**config.mk**
```make
export PLATFORM = sky130hd
export DESIGN_NAME = rng_arbiter
export DESIGN_NICKNAME = d
export VERILOG_FILES = /design/src/rtl/rng_arbiter.sv
export SDC_FILE = /design/constraint.sdc
export NUM_CORES = 1
export LEC_CHECK = 0
export BUFFER_PORTS_ARGS = -buffer_cell sky130_fd_sc_hd__buf_4
export CAP_MARGIN = 20
export CORE_ASPECT_RATIO = 1.2
export CORE_MARGIN = 4
export CORE_UTILIZATION = 48
export CTS_BUF_LIST = sky130_fd_sc_hd__clkbuf_8
export DETAILED_ROUTE_END_ITERATION = 7
export PLACE_DENSITY = 0.77
export SLEW_MARGIN = 25
export SYNTH_ARGS = -nofsm -noshare
export SYNTH_HDL_FRONTEND = slang
export SYNTH_SLANG_ARGS = --single-unit
```
**constraint.sdc**
```tcl
create_clock -name clk -period 1.1 [get_ports clk]
set_input_delay 0.11 -clock clk [delete_from_list [all_inputs] [get_ports clk]]
set_output_delay 0.11 -clock clk [all_outputs]
set_load 0.01 [all_outputs]
```
**src/rtl/rng_arbiter.sv**
```systemverilog
// rng_arbiter: round-robin share of one lfsr_rng; STEPS ce pulses per request, then a one-cycle grant.
// Optional macro RNG_ARB_DISTINCT_EN: re-step (up to MAX_RETRY times) when the sample repeats the last grant.
module rng_arbiter #(
  parameter int NUM_REQ   = 4,
  parameter int OUT_WIDTH = 9,
  parameter int STEPS     = 8,
  parameter int MAX_RETRY = 4
) (
  input  logic                 clk,
  input  logic                 rst,
  input  logic [NUM_REQ-1:0]   req,
  output logic [NUM_REQ-1:0]   gnt,
  output logic [OUT_WIDTH-1:0] value,
  output logic                 busy,
  output logic                 rng_ce,
  input  logic [OUT_WIDTH-1:0] rng_out
);
  localparam int PW = NUM_REQ > 1 ? $clog2(NUM_REQ) : 1;
  localparam int CW = STEPS > 1 ? $clog2(STEPS + 1) : 1;
  localparam logic [1:0] IDLE   = 2'd0;
  localparam logic [1:0] STEP   = 2'd1;
  localparam logic [1:0] SETTLE = 2'd2;
  localparam logic [1:0] GRANT  = 2'd3;
  if (STEPS < 1) begin : g_steps_chk
    $error("rng_arbiter: STEPS must be >= 1");
  end
  logic [1:0]    r_state;
  logic [CW-1:0] r_cnt;
  logic [PW-1:0] r_ptr;
  logic [PW-1:0] r_owner;
  logic [PW-1:0] w_sel;
  logic          w_retry;
  assign busy   = r_state != IDLE;
  assign rng_ce = r_state == STEP;
  // First requester at or after the pointer, wrapping; the lowest offset is assigned last and wins.
  always_comb begin
    w_sel = '0;
    for (int i = NUM_REQ - 1; i >= 0; i--)
      if (req[(int'(r_ptr) + i) % NUM_REQ]) w_sel = PW'((int'(r_ptr) + i) % NUM_REQ);
  end
`ifdef RNG_ARB_DISTINCT_EN
  localparam int RW = MAX_RETRY > 0 ? $clog2(MAX_RETRY + 1) : 1;
  logic [RW-1:0] r_retry;
  assign w_retry = r_state == SETTLE && rng_out == value && int'(r_retry) < MAX_RETRY;
  // Retry budget restarts with every accepted request.
  always_ff @(posedge clk) begin
    if (rst) r_retry <= '0;
    else if (r_state == IDLE && |req) r_retry <= '0;
    else if (w_retry) r_retry <= r_retry + 1'b1;
  end
`else
  assign w_retry = 1'b0;
`endif
  // Arbitration, stepping and grant sequencing.
  always_ff @(posedge clk) begin
    if (rst) begin
      r_state <= IDLE;
      r_cnt   <= '0;
      r_ptr   <= '0;
      r_owner <= '0;
      gnt     <= '0;
      value   <= '0;
    end else begin
      case (r_state)
        IDLE: if (|req) begin
          r_owner <= w_sel;
          r_cnt   <= CW'(STEPS);
          r_state <= STEP;
        end
        STEP: begin
          r_cnt   <= r_cnt - 1'b1;
          r_state <= r_cnt == CW'(1) ? SETTLE : STEP;
        end
        SETTLE: if (w_retry) begin
          r_cnt   <= CW'(1);
          r_state <= STEP;
        end else begin
          value   <= rng_out;
          gnt     <= NUM_REQ'(1) << r_owner;
          r_state <= GRANT;
        end
        default: begin
          gnt     <= '0;
          r_ptr   <= r_owner == PW'(NUM_REQ - 1) ? '0 : r_owner + 1'b1;
          r_state <= IDLE;
        end
      endcase
    end
  end
endmodule

```
# ---- Word level (Yosys, flattened, before mapping)
# Index checks and enable logic that the tools add are counted.
dict set report totals {
  reg_bits 23
  input_bits 15
  out_inout_bits 15
  word_cells 57
}
dict set report classes {
  n_addsub 5
  magnitude_cmp 4
  eq_ne 5
  shifts 1
  n_mux 22
  bitwise_logic 3
  reduce_logical 11
}
# cell n
set ops {}
lappend ops {{4-bit case mux with 2 select lines} 2}
lappend ops {{2-bit two-way mux} 7}
lappend ops {{3-bit by 4-bit less-than comparator with 1-bit output, second input constant} 3}
lappend ops {{1-bit binary-select mux with 2-bit select} 4}
lappend ops {{2-bit OR reduction} 4}
lappend ops {{1-bit two-way mux} 7}
lappend ops {{2-bit case mux with 3 select lines} 1}
lappend ops {{2-bit by 1-bit adder with 2-bit output, second input constant} 2}
lappend ops {{2-bit adder, second input constant} 2}
lappend ops {{2-bit equality test, second input constant} 2}
lappend ops {{4-bit by 1-bit equality test with 1-bit output, second input constant} 1}
lappend ops {{4-bit two-way mux} 1}
lappend ops {{2-bit AND reduction} 2}
lappend ops {{2-bit nonzero test} 2}
lappend ops {{4-bit OR reduction} 1}
lappend ops {{1-bit by 2-bit << shifter with 4-bit output, first input constant} 1}
lappend ops {{4-bit by 1-bit subtractor with 4-bit output, second input constant} 1}
lappend ops {{1-bit AND, first input constant} 3}
lappend ops {{2-bit by 3-bit less-than comparator with 1-bit output, second input constant} 1}
lappend ops {{3-bit OR reduction} 1}
lappend ops {{2-bit by 1-bit equality test with 1-bit output, second input constant} 1}
lappend ops {{2-bit zero test} 1}
lappend ops {{2-bit inequality test, second input constant} 1}

# ---- Longest topological paths before layout
# Gate-level depths: netlist of the first run.
dict set report depth {
  depth_word 10
  depth_mapped 5
  depth_no_buf 5
}

# ---- Least setup slack after synthesis of the first run
# OpenSTA, ideal clock, no wires.
dict set report synth_path {
  path_kind {register -> register}
  start {register r_state[0]}
  end {register r_owner[0]}
  setup_time_ps 128
  arrival_time_ps 940
  required_time_ps 972
  path_slack_ps 32
  path_stages_with_launch 6
  path_buffers 1
  synth_period_minus_slack_ps 1068
  path_cell_list {dfxtp_1 buf_2 nor2_2 inv_1 o211ai_1 o41ai_2}
}
dict set report synth_between {
  elab_chain_len 2
}
# element line_no
set synth_rtl {}
lappend synth_rtl {{start, declared} 27} ;# logic [1:0] r_state;
lappend synth_rtl {{start signal, assigned} 72} ;# r_state <= r_cnt == CW'(1) ? SETTLE : STEP;
lappend synth_rtl {{2-bit zero test} 64} ;# case (r_state)
lappend synth_rtl {{2-bit AND reduction (no source line)} n/a}
lappend synth_rtl {{end signal, assigned} 66} ;# r_owner <= w_sel;
lappend synth_rtl {{end, declared} 30} ;# logic [PW-1:0] r_owner;
# No other way between the ends.
# A chain may end at the register's enable or synchronous reset.

# ---- Final worst setup path of the first run
dict set report layout_path {
  start {register r_cnt[1]}
  end {register r_state[0]}
}
dict set report layout_between {
  elab_chain_len 3
}
# element line_no
set layout_rtl {}
lappend layout_rtl {{start, declared} 28} ;# logic [CW-1:0] r_cnt;
lappend layout_rtl {{start signal, assigned} 67} ;# r_cnt <= CW'(STEPS);
lappend layout_rtl {{start signal, assigned} 71} ;# r_cnt <= r_cnt - 1'b1;
lappend layout_rtl {{4-bit by 1-bit equality test with 1-bit output} 72}
lappend layout_rtl {{2-bit two-way mux} 72}
lappend layout_rtl {{2-bit case mux with 3 select lines} 64}
# No other way between the ends.

==> results of run 1 <==
==> metal layers <==
metal	global-route usage [%]	routed length, um	vias to the layer above
met1	19.09	1041	445
met5	0	0	-
met4	5.618	29	0
met2	32.00	1215	21
met3	2.703	127	4
li1	-	-	511
==> worst max path at each step <==
stage                     slack, ps         end  startpoint
after floorplan                  30  r_owner[0]  r_state[0]
after global placement          -70    value[6]  r_state[1]
after detailed placement       -140    value[3]  r_state[1]
after CTS                       -30        busy  r_state[0]
after global routing            -40  r_owner[0]    r_ptr[1]
final                            -5  r_state[0]    r_cnt[1]
==> power by group through the flow <==
stage	clock, mW	sequential, mW	combinational [mW]
3_5_place_dp	0	0.912	0.255
2_1_floorplan	0	0.902	0.147
3_3_place_gp	0	0.909	0.248
5_1_grt	0.562	0.907	0.326
4_1_cts	0.531	0.902	0.271
6_report	0.517	0.900	0.293
==> cell usage in the layout (no fill, tap or decap), drive strengths merged, types with 3 or more instances in the layout <==
| cell type | instances |
|---|---|
| buf | 38 |
| nand2 | 23 |
| dfxtp | 23 |
| a21oi | 18 |
| nor2 | 11 |
| inv | 9 |
| nor2b | 7 |
| ha | 6 |
| nand2b | 5 |
| mux2i | 4 |
| clkbuf | 3 |
==> critical path, cell delays in order, from the launching register on <==
cell and delay [ps]:
dfxtp_2 330, inv_2 80, ha_4 130, nor3b_4 200
o21ai_1 100, and3_1 160
==> through the flow <==
step                      power [mW]  setup WS (ps)  hold slack [ps]  instances  instance area [um^2]
after floorplan                1.049          32.46            211.5        130                  1101
after global placement         1.157         -66.29            357.8        190                  1379
after detailed placement       1.167         -143.9            368.0        190                  1379
after CTS                      1.704         -29.24            83.43        194                  1476
after global routing           1.795         -43.52            83.28        196                  1539
final                          1.709         -4.500            87.10        196                  1539
==> registers in the layout, summed over array words and instances (netlist names) <==
register and flops:
r_state 2, r_ptr 2, r_cnt 4, gnt 4, value 9, r_owner 2
==> layout make-up <==
| class | count | area (um^2) |
|---|---|---|
| fillers | 187 | 578.1 |
| flip-flops and latches | 23 | 476.7 |
| clock inverters | 1 | 5.005 |
| repair buffers | 38 | 301.5 |
| inverters | 9 | 36.28 |
| well taps | 30 | 37.54 |
| clock buffers | 3 | 41.29 |
| multi-input cells | 92 | 640.6 |
==> what timing repair did <==
item | 4_1_cts | 5_1_grt
pin swaps | 2 | 4
resized for setup | 17 | 10
setup buffers | 0 | 2
setup endpoints to repair | 21 | 19
==> cells by family (layout without fill, tap and decap cells) <==
group	Yosys count	after routing	share of synthesized area (%)
DFF	23	23	41.82
buffers and inverters	15	51	5.795
and+or+nand+nor	52	52	23.41
muxes	4	4	3.637
AOI/OAI and AO/OA	30	30	18.52
adders and majority gates	6	6	6.818
==> results_tabular.tex, run 1 <==
\begin{tabular}{lr}
\hline
Metric & Value \\
\hline
\multicolumn{2}{l}{\textbf{Status}} \\
\quad Run status & complete, but fails checks \\
\quad Violated checks & negative setup slack \\
\multicolumn{2}{l}{\textbf{Place}} \\
\quad HPWL after detailed placement & 1822 um \\
\quad Global placer's final weighted congestion & 0.7117 \\
\quad PortBufs & 29 \\
\multicolumn{2}{l}{\textbf{STA}} \\
\quad RSZ-0062 raised after global routing & true \\
\quad Final number of max-transition violations & 0 \\
\quad Max-Slew Margin vs Limit & 75.17\% \\
\quad Worst Skew & 2.147 ps \\
\quad Maximum achievable frequency & 905.4 MHz \\
\quad Pin slew with the least headroom to its limit & 369.7 ps \\
\quad Post-layout min period & 1105 ps \\
\quad Final period utilization & 100.4\% \\
\quad Final setup violating endpoints & 1 \\
\quad Final Worst Setup Slack & -4.500 ps \\
\quad Hold Vio Cnt, Final & 0 \\
\quad Setup\_tns & -4.500 ps \\
\multicolumn{2}{l}{\textbf{Min path}} \\
\quad Path category of the worst min-delay check & primary input to flip-flop \\
\quad Worst-case hold path end point & value[4] \\
\quad Launch instance of the worst min-delay path & rng\_out[4] \\
\quad Hold Path Depth & 3 \\
\multicolumn{2}{l}{\textbf{Global route}} \\
\quad Global-route wire length before repair & 4022 um \\
\quad Number of global-route vias before repair & 983 \\
\quad Pin count of the biggest net entering global routing & 15 \\
\quad Total grt overflow & 0 \\
\quad Combined global-route utilization of all metal layers & 16.87\% \\
\quad Number of antenna violations at the first check in global routing & 0 \\
\multicolumn{2}{l}{\textbf{Floorplan}} \\
\quad Cell Rows & 18 \\
\quad Num ports & 30 \\
\quad Starting Density & 52.01\% \\
\quad Core outline area & 2117 um\^{}2 \\
\quad Area enclosed by the die boundary & 3127 um\^{}2 \\
\quad Die Height & 60.47 um \\
\quad Horiz. Die Dim & 51.72 um \\
\multicolumn{2}{l}{\textbf{Power and ir drop}} \\
\quad Lkg Pwr & 0.6641 nW \\
\quad Power density over cell area & 1111 nW/um\^{}2 \\
\quad Internal power & 1.269 mW \\
\quad Sequential group share of total power & 52.6\% \\
\quad Net Switching & 0.4405 mW \\
\quad Switching part of the total & 25.77\% \\
\quad VDD IR-drop max & 0.9870 mV \\
\quad Combinational fraction of design power & 17.1\% \\
\quad Clock network fraction of design power & 30.2\% \\
\multicolumn{2}{l}{\textbf{Yosys}} \\
\quad Post-synthesis cell type count & 28 \\
\quad Synthesis warning total & 0 \\
\quad Synthesized instance count & 130 \\
\quad Ys async rst share & 0\% \\
\quad Post-synth top area share & 41.82\% \\
\quad Register bit count reported by yosys & 23 \\
\quad Syn\_nets & 151 \\
\quad Ys flop type & dfxtp\_1 \\
\quad Sequential cell area fraction in the yosys report & 41.82\% \\
\quad Number of enable-type register cells in the synthesized netlist & 0 \\
\quad Most instantiated cells after synthesis & dfxtp\_1, nand2\_1, a21oi\_1, nor2\_1, inv\_1 \\
\quad Cell type with the largest total area after synthesis & dfxtp\_1 \\
\quad Post-synthesis cell area & 1101 um\^{}2 \\
\quad Cell types occupying the most area after synthesis & dfxtp\_1, a21oi\_1, nand2\_1, ha\_1, mux2i\_1 \\
\quad Post-synthesis average cell area & 8.470 um\^{}2 \\
\multicolumn{2}{l}{\textbf{CTS}} \\
\quad Clock transition at path regs & 80 ps \\
\quad Clock root cell & clkbuf\_8 \\
\quad Count of H-tree levels built during CTS & 1 \\
\quad Buffer depth of the longest clock path & 2 \\
\quad CTS tree & done \\
\quad Clock latency reported for the late side of the worst-skew pair & 260 ps \\
\quad Total number of clock tree sinks & 23 \\
\quad CTS Buf Count & 3 \\
\quad Hold\_buf cts & 0 \\
\multicolumn{2}{l}{\textbf{Cells and area}} \\
\quad Antenna diode count & 0 \\
\quad Layout net count & 188 \\
\quad Area Growth Syn to Fin & 39.77\% \\
\quad Final core utilization & 72.70\% \\
\quad Share of final-layout standard cells stronger than drive strength 1 & 37.35\% \\
\multicolumn{2}{l}{\textbf{Setup path}} \\
\quad Critical path class & flip-flop to flip-flop \\
\quad Crit-path max FO & 2 \\
\quad Critical path required time & 1260 ps \\
\quad Launching element type of the critical path & flip-flop \\
\quad Number of cells on the worst reg-to-reg path & 5 \\
\quad Setup slack on the worst flop-to-flop path & -5 ps \\
\quad Type of element capturing the critical path & flip-flop \\
\quad Worst flop-to-flop path startpoint & r\_cnt[1] \\
\quad Crit Reg-Reg Endpoint & r\_state[0] \\
\quad Critical Path AT & 1260 ps \\
\multicolumn{2}{l}{\textbf{Drt}} \\
\quad Average routed wire per standard cell & 12.31 um \\
\quad Number of detailed-routing iterations run before antenna repair & 4 \\
\quad Starting DRC count in detailed routing & 11 \\
\quad Overall routed net length & 2413 um \\
\quad DRC errors left & 0 \\
\quad Via count & 981 \\
\quad Number of nets with antenna violations after detailed routing & 0 \\
\quad Ratio of routed vias to standard cells & 5.005 \\
\multicolumn{2}{l}{\textbf{Job}} \\
\quad Max-Cap Viols & 0 \\
\hline
\end{tabular}
(Power assumes the default switching activity.)
==> run 2, diff against run 1 <==
--- a/config.mk
+++ b/config.mk
@@ -8,7 +8,7 @@
 export BUFFER_PORTS_ARGS = -buffer_cell sky130_fd_sc_hd__buf_4
 export CAP_MARGIN = 20
 export CORE_ASPECT_RATIO = 1.2
-export CORE_MARGIN = 4
+export CORE_MARGIN = 10
 export CORE_UTILIZATION = 48
 export CTS_BUF_LIST = sky130_fd_sc_hd__clkbuf_8
 export DETAILED_ROUTE_END_ITERATION = 7
==> run 2 against run 1 <==
- the run still ends with negative setup slack left
- maximum frequency shrank 3.2%
- clock skew is 1.1 ps higher
- power rose by 0.83%
- wire length up 14%
- critical path type unchanged
==> results_tabular.tex, run 2 (synthesis results as in run 1) <==
\begin{tabular}{lr}
\hline
Metric & Value \\
\hline
\multicolumn{2}{l}{\textbf{Global route}} \\
\quad Global-route wire length before repair & 4519 um \\
\quad Pin count of the biggest net entering global routing & 23 \\
\quad Combined global-route utilization of all metal layers & 11.47\% \\
\quad Number of global-route vias before repair & 1,070 \\
\quad Total grt overflow & 0 \\
\quad Number of antenna violations at the first check in global routing & 0 \\
\multicolumn{2}{l}{\textbf{Power and ir drop}} \\
\quad Switching part of the total & 26.23\% \\
\quad Internal power & 1.272 mW \\
\quad Combinational fraction of design power & 17.3\% \\
\quad Final Power & 1.724 mW \\
\quad Net Switching & 0.4521 mW \\
\quad Lkg Pwr & 0.6902 nW \\
\quad Sequential group share of total power & 52.1\% \\
\quad Clock network fraction of design power & 30.7\% \\
\quad VDD IR-drop max & 1.424 mV \\
\quad Power density over cell area & 1113 nW/um\^{}2 \\
\multicolumn{2}{l}{\textbf{Cells and area}} \\
\quad Post-layout instance area & 1549 um\^{}2 \\
\quad Register bank with the most flops & value \\
\quad Area used by sequential logic in the layout & 474.2 um\^{}2 \\
\quad Top library cells by usage in the layout, fill and taps aside & buf\_4, nand2\_1, a21oi\_1, dfxtp\_1, nor2\_1 \\
\quad Area Growth Syn to Fin & 40.68\% \\
\quad Number of flip-flops under the largest register name & 9 \\
\quad Layout net count & 192 \\
\quad Area of combinational cells with multiple inputs & 623.1 um\^{}2 \\
\quad Registers with the most flip-flops & value x9, gnt x4, r\_cnt x4 \\
\quad Share of final-layout standard cells stronger than drive strength 1 & 37.65\% \\
\quad Commonest non-fill, non-tap cell in the layout & buf\_4 \\
\quad Antenna diode count & 0 \\
\quad FILL cells & 175 \\
\multicolumn{2}{l}{\textbf{CTS}} \\
\quad Buffer depth of the longest clock path & 2 \\
\quad CTS tree & done \\
\quad Clock latency reported for the late side of the worst-skew pair & 260 ps \\
\quad CTS Buf Count & 3 \\
\quad Clock root cell & clkbuf\_8 \\
\quad Count of H-tree levels built during CTS & 1 \\
\quad Hold\_buf cts & 0 \\
\quad Total number of clock tree sinks & 23 \\
\quad Clock transition at path regs & 80 ps \\
\multicolumn{2}{l}{\textbf{Floorplan}} \\
\quad Horiz. Die Dim & 63.72 um \\
\quad Num ports & 30 \\
\quad Cell Rows & 18 \\
\quad Core outline area & 2117 um\^{}2 \\
\quad Die Height & 72.47 um \\
\quad Starting Density & 52.01\% \\
\quad Area enclosed by the die boundary & 4617 um\^{}2 \\
\multicolumn{2}{l}{\textbf{Drt}} \\
\quad Starting DRC count in detailed routing & 56 \\
\quad Overall routed net length & 2761 um \\
\quad DRC errors left & 0 \\
\quad Average routed wire per standard cell & 13.81 um \\
\quad Number of detailed-routing iterations run before antenna repair & 4 \\
\quad Via count & 1,008 \\
\quad Number of nets with antenna violations after detailed routing & 0 \\
\quad Ratio of routed vias to standard cells & 5.040 \\
\multicolumn{2}{l}{\textbf{STA}} \\
\quad Final period utilization & 103.7\% \\
\quad Pin slew with the least headroom to its limit & 378.4 ps \\
\quad Worst Skew & 3.245 ps \\
\quad Post-layout min period & 1141 ps \\
\quad Final Worst Setup Slack & -41.18 ps \\
\quad Final number of max-transition violations & 0 \\
\quad Final setup violating endpoints & 2 \\
\quad Setup\_tns & -67.22 ps \\
\quad RSZ-0062 raised after global routing & true \\
\quad Post-route worst hold slack & 90.13 ps \\
\quad Max-Slew Margin vs Limit & 74.58\% \\
\quad Hold Vio Cnt, Final & 0 \\
\quad Maximum achievable frequency & 876.3 MHz \\
\multicolumn{2}{l}{\textbf{Setup path}} \\
\quad Slowest-stage cell, CP & dfxtp\_2 \\
\quad Type of element capturing the critical path & flip-flop \\
\quad Biggest cell delay along the critical path & 350 ps \\
\quad Launching element type of the critical path & flip-flop \\
\quad Critical path class & flip-flop to flip-flop \\
\quad Crit-path cells & inv\_2 -> ha\_4 -> nor3b\_4 -> buf\_4 -> a21oi\_1 -> nor2\_1 \\
\quad Critical Path AT & 1290 ps \\
\quad Crit-path max FO & 3 \\
\quad Critical path required time & 1250 ps \\
\multicolumn{2}{l}{\textbf{Status}} \\
\quad Run status & complete, but fails checks \\
\quad Violated checks & negative setup slack \\
\multicolumn{2}{l}{\textbf{Job}} \\
\quad Max-Cap Viols & 0 \\
\multicolumn{2}{l}{\textbf{Place}} \\
\quad Global placer's final weighted congestion & 0.7469 \\
\quad PortBufs & 29 \\
\quad Post-place instance area & 1379 um\^{}2 \\
\quad HPWL after detailed placement & 2066 um \\
\quad DP Worst Slack & -66.86 ps \\
\multicolumn{2}{l}{\textbf{Min path}} \\
\quad Path category of the worst min-delay check & primary input to flip-flop \\
\hline
\end{tabular}
run 2: final cells by class:
type                       count  share of cell area (%)
timing repair buffer          42                   21.57
sequential                    23                   30.61
clock buffer                   3                   2.666
tap                           30                   2.423
clock inverter                 1                  0.3231
multi-input combinational     92                   40.23
inverter                       9                   2.181
run 2: power groups by stage:
stage / clock network (mW) / registers [mW] / logic [mW]
6_report: 0.528 / 0.897 / 0.298
5_1_grt: 0.557 / 0.902 / 0.329
4_1_cts: 0.531 / 0.891 / 0.281
3_5_place_dp: 0 / 0.911 / 0.246
3_3_place_gp: 0 / 0.909 / 0.239
2_1_floorplan: 0 / 0.902 / 0.147
run 2: through the flow:
step           cells  utilization [%]
3_5_place_dp     190            65.13
5_1_grt          200            73.17
6_report         200            73.17
3_3_place_gp     190            65.13
4_1_cts          199            70.74
2_1_floorplan    130                -
run 2: worst paths after layout:
| kind | startpoint | end | slack [ps] | cells after the start |
|---|---|---|---|---|
| setup / recovery | r_cnt[1] | r_state[1] | -40 | 6 |
| hold / removal | rng_out[2] | value[2] | 90 | 3 |
| setup reg to reg | r_cnt[1] | r_state[1] | -40 | 6 |
| hold reg to reg | value[3] | value[3] | 460 | 2 |
run 2: what timing repair did:
item	in CTS	in global routing
setup buffers	5	1
setup endpoints to repair	18	16
pin swaps	0	4
gates resized for setup	13	13
run 2: worst max-delay path, delay by kind of cell, from the launching register on:
kind | cells | cell delay (ps)
AO/OA/AOI/OAI | 1 | 140
adder cells (fa/ha/maj) | 1 | 140
buffers and inverters | 2 | 180
flip-flops | 1 | 350
AND/OR/NAND/NOR | 2 | 200
run 2: metal layers:
layer	vias to the layer above	share of wire (%)	track usage, %
li1	519	-	-
met1	462	40	11.50
met2	25	54	23.60
met3	2	5.3	2.151
met4	0	0.69	2.190
met5	-	0	0
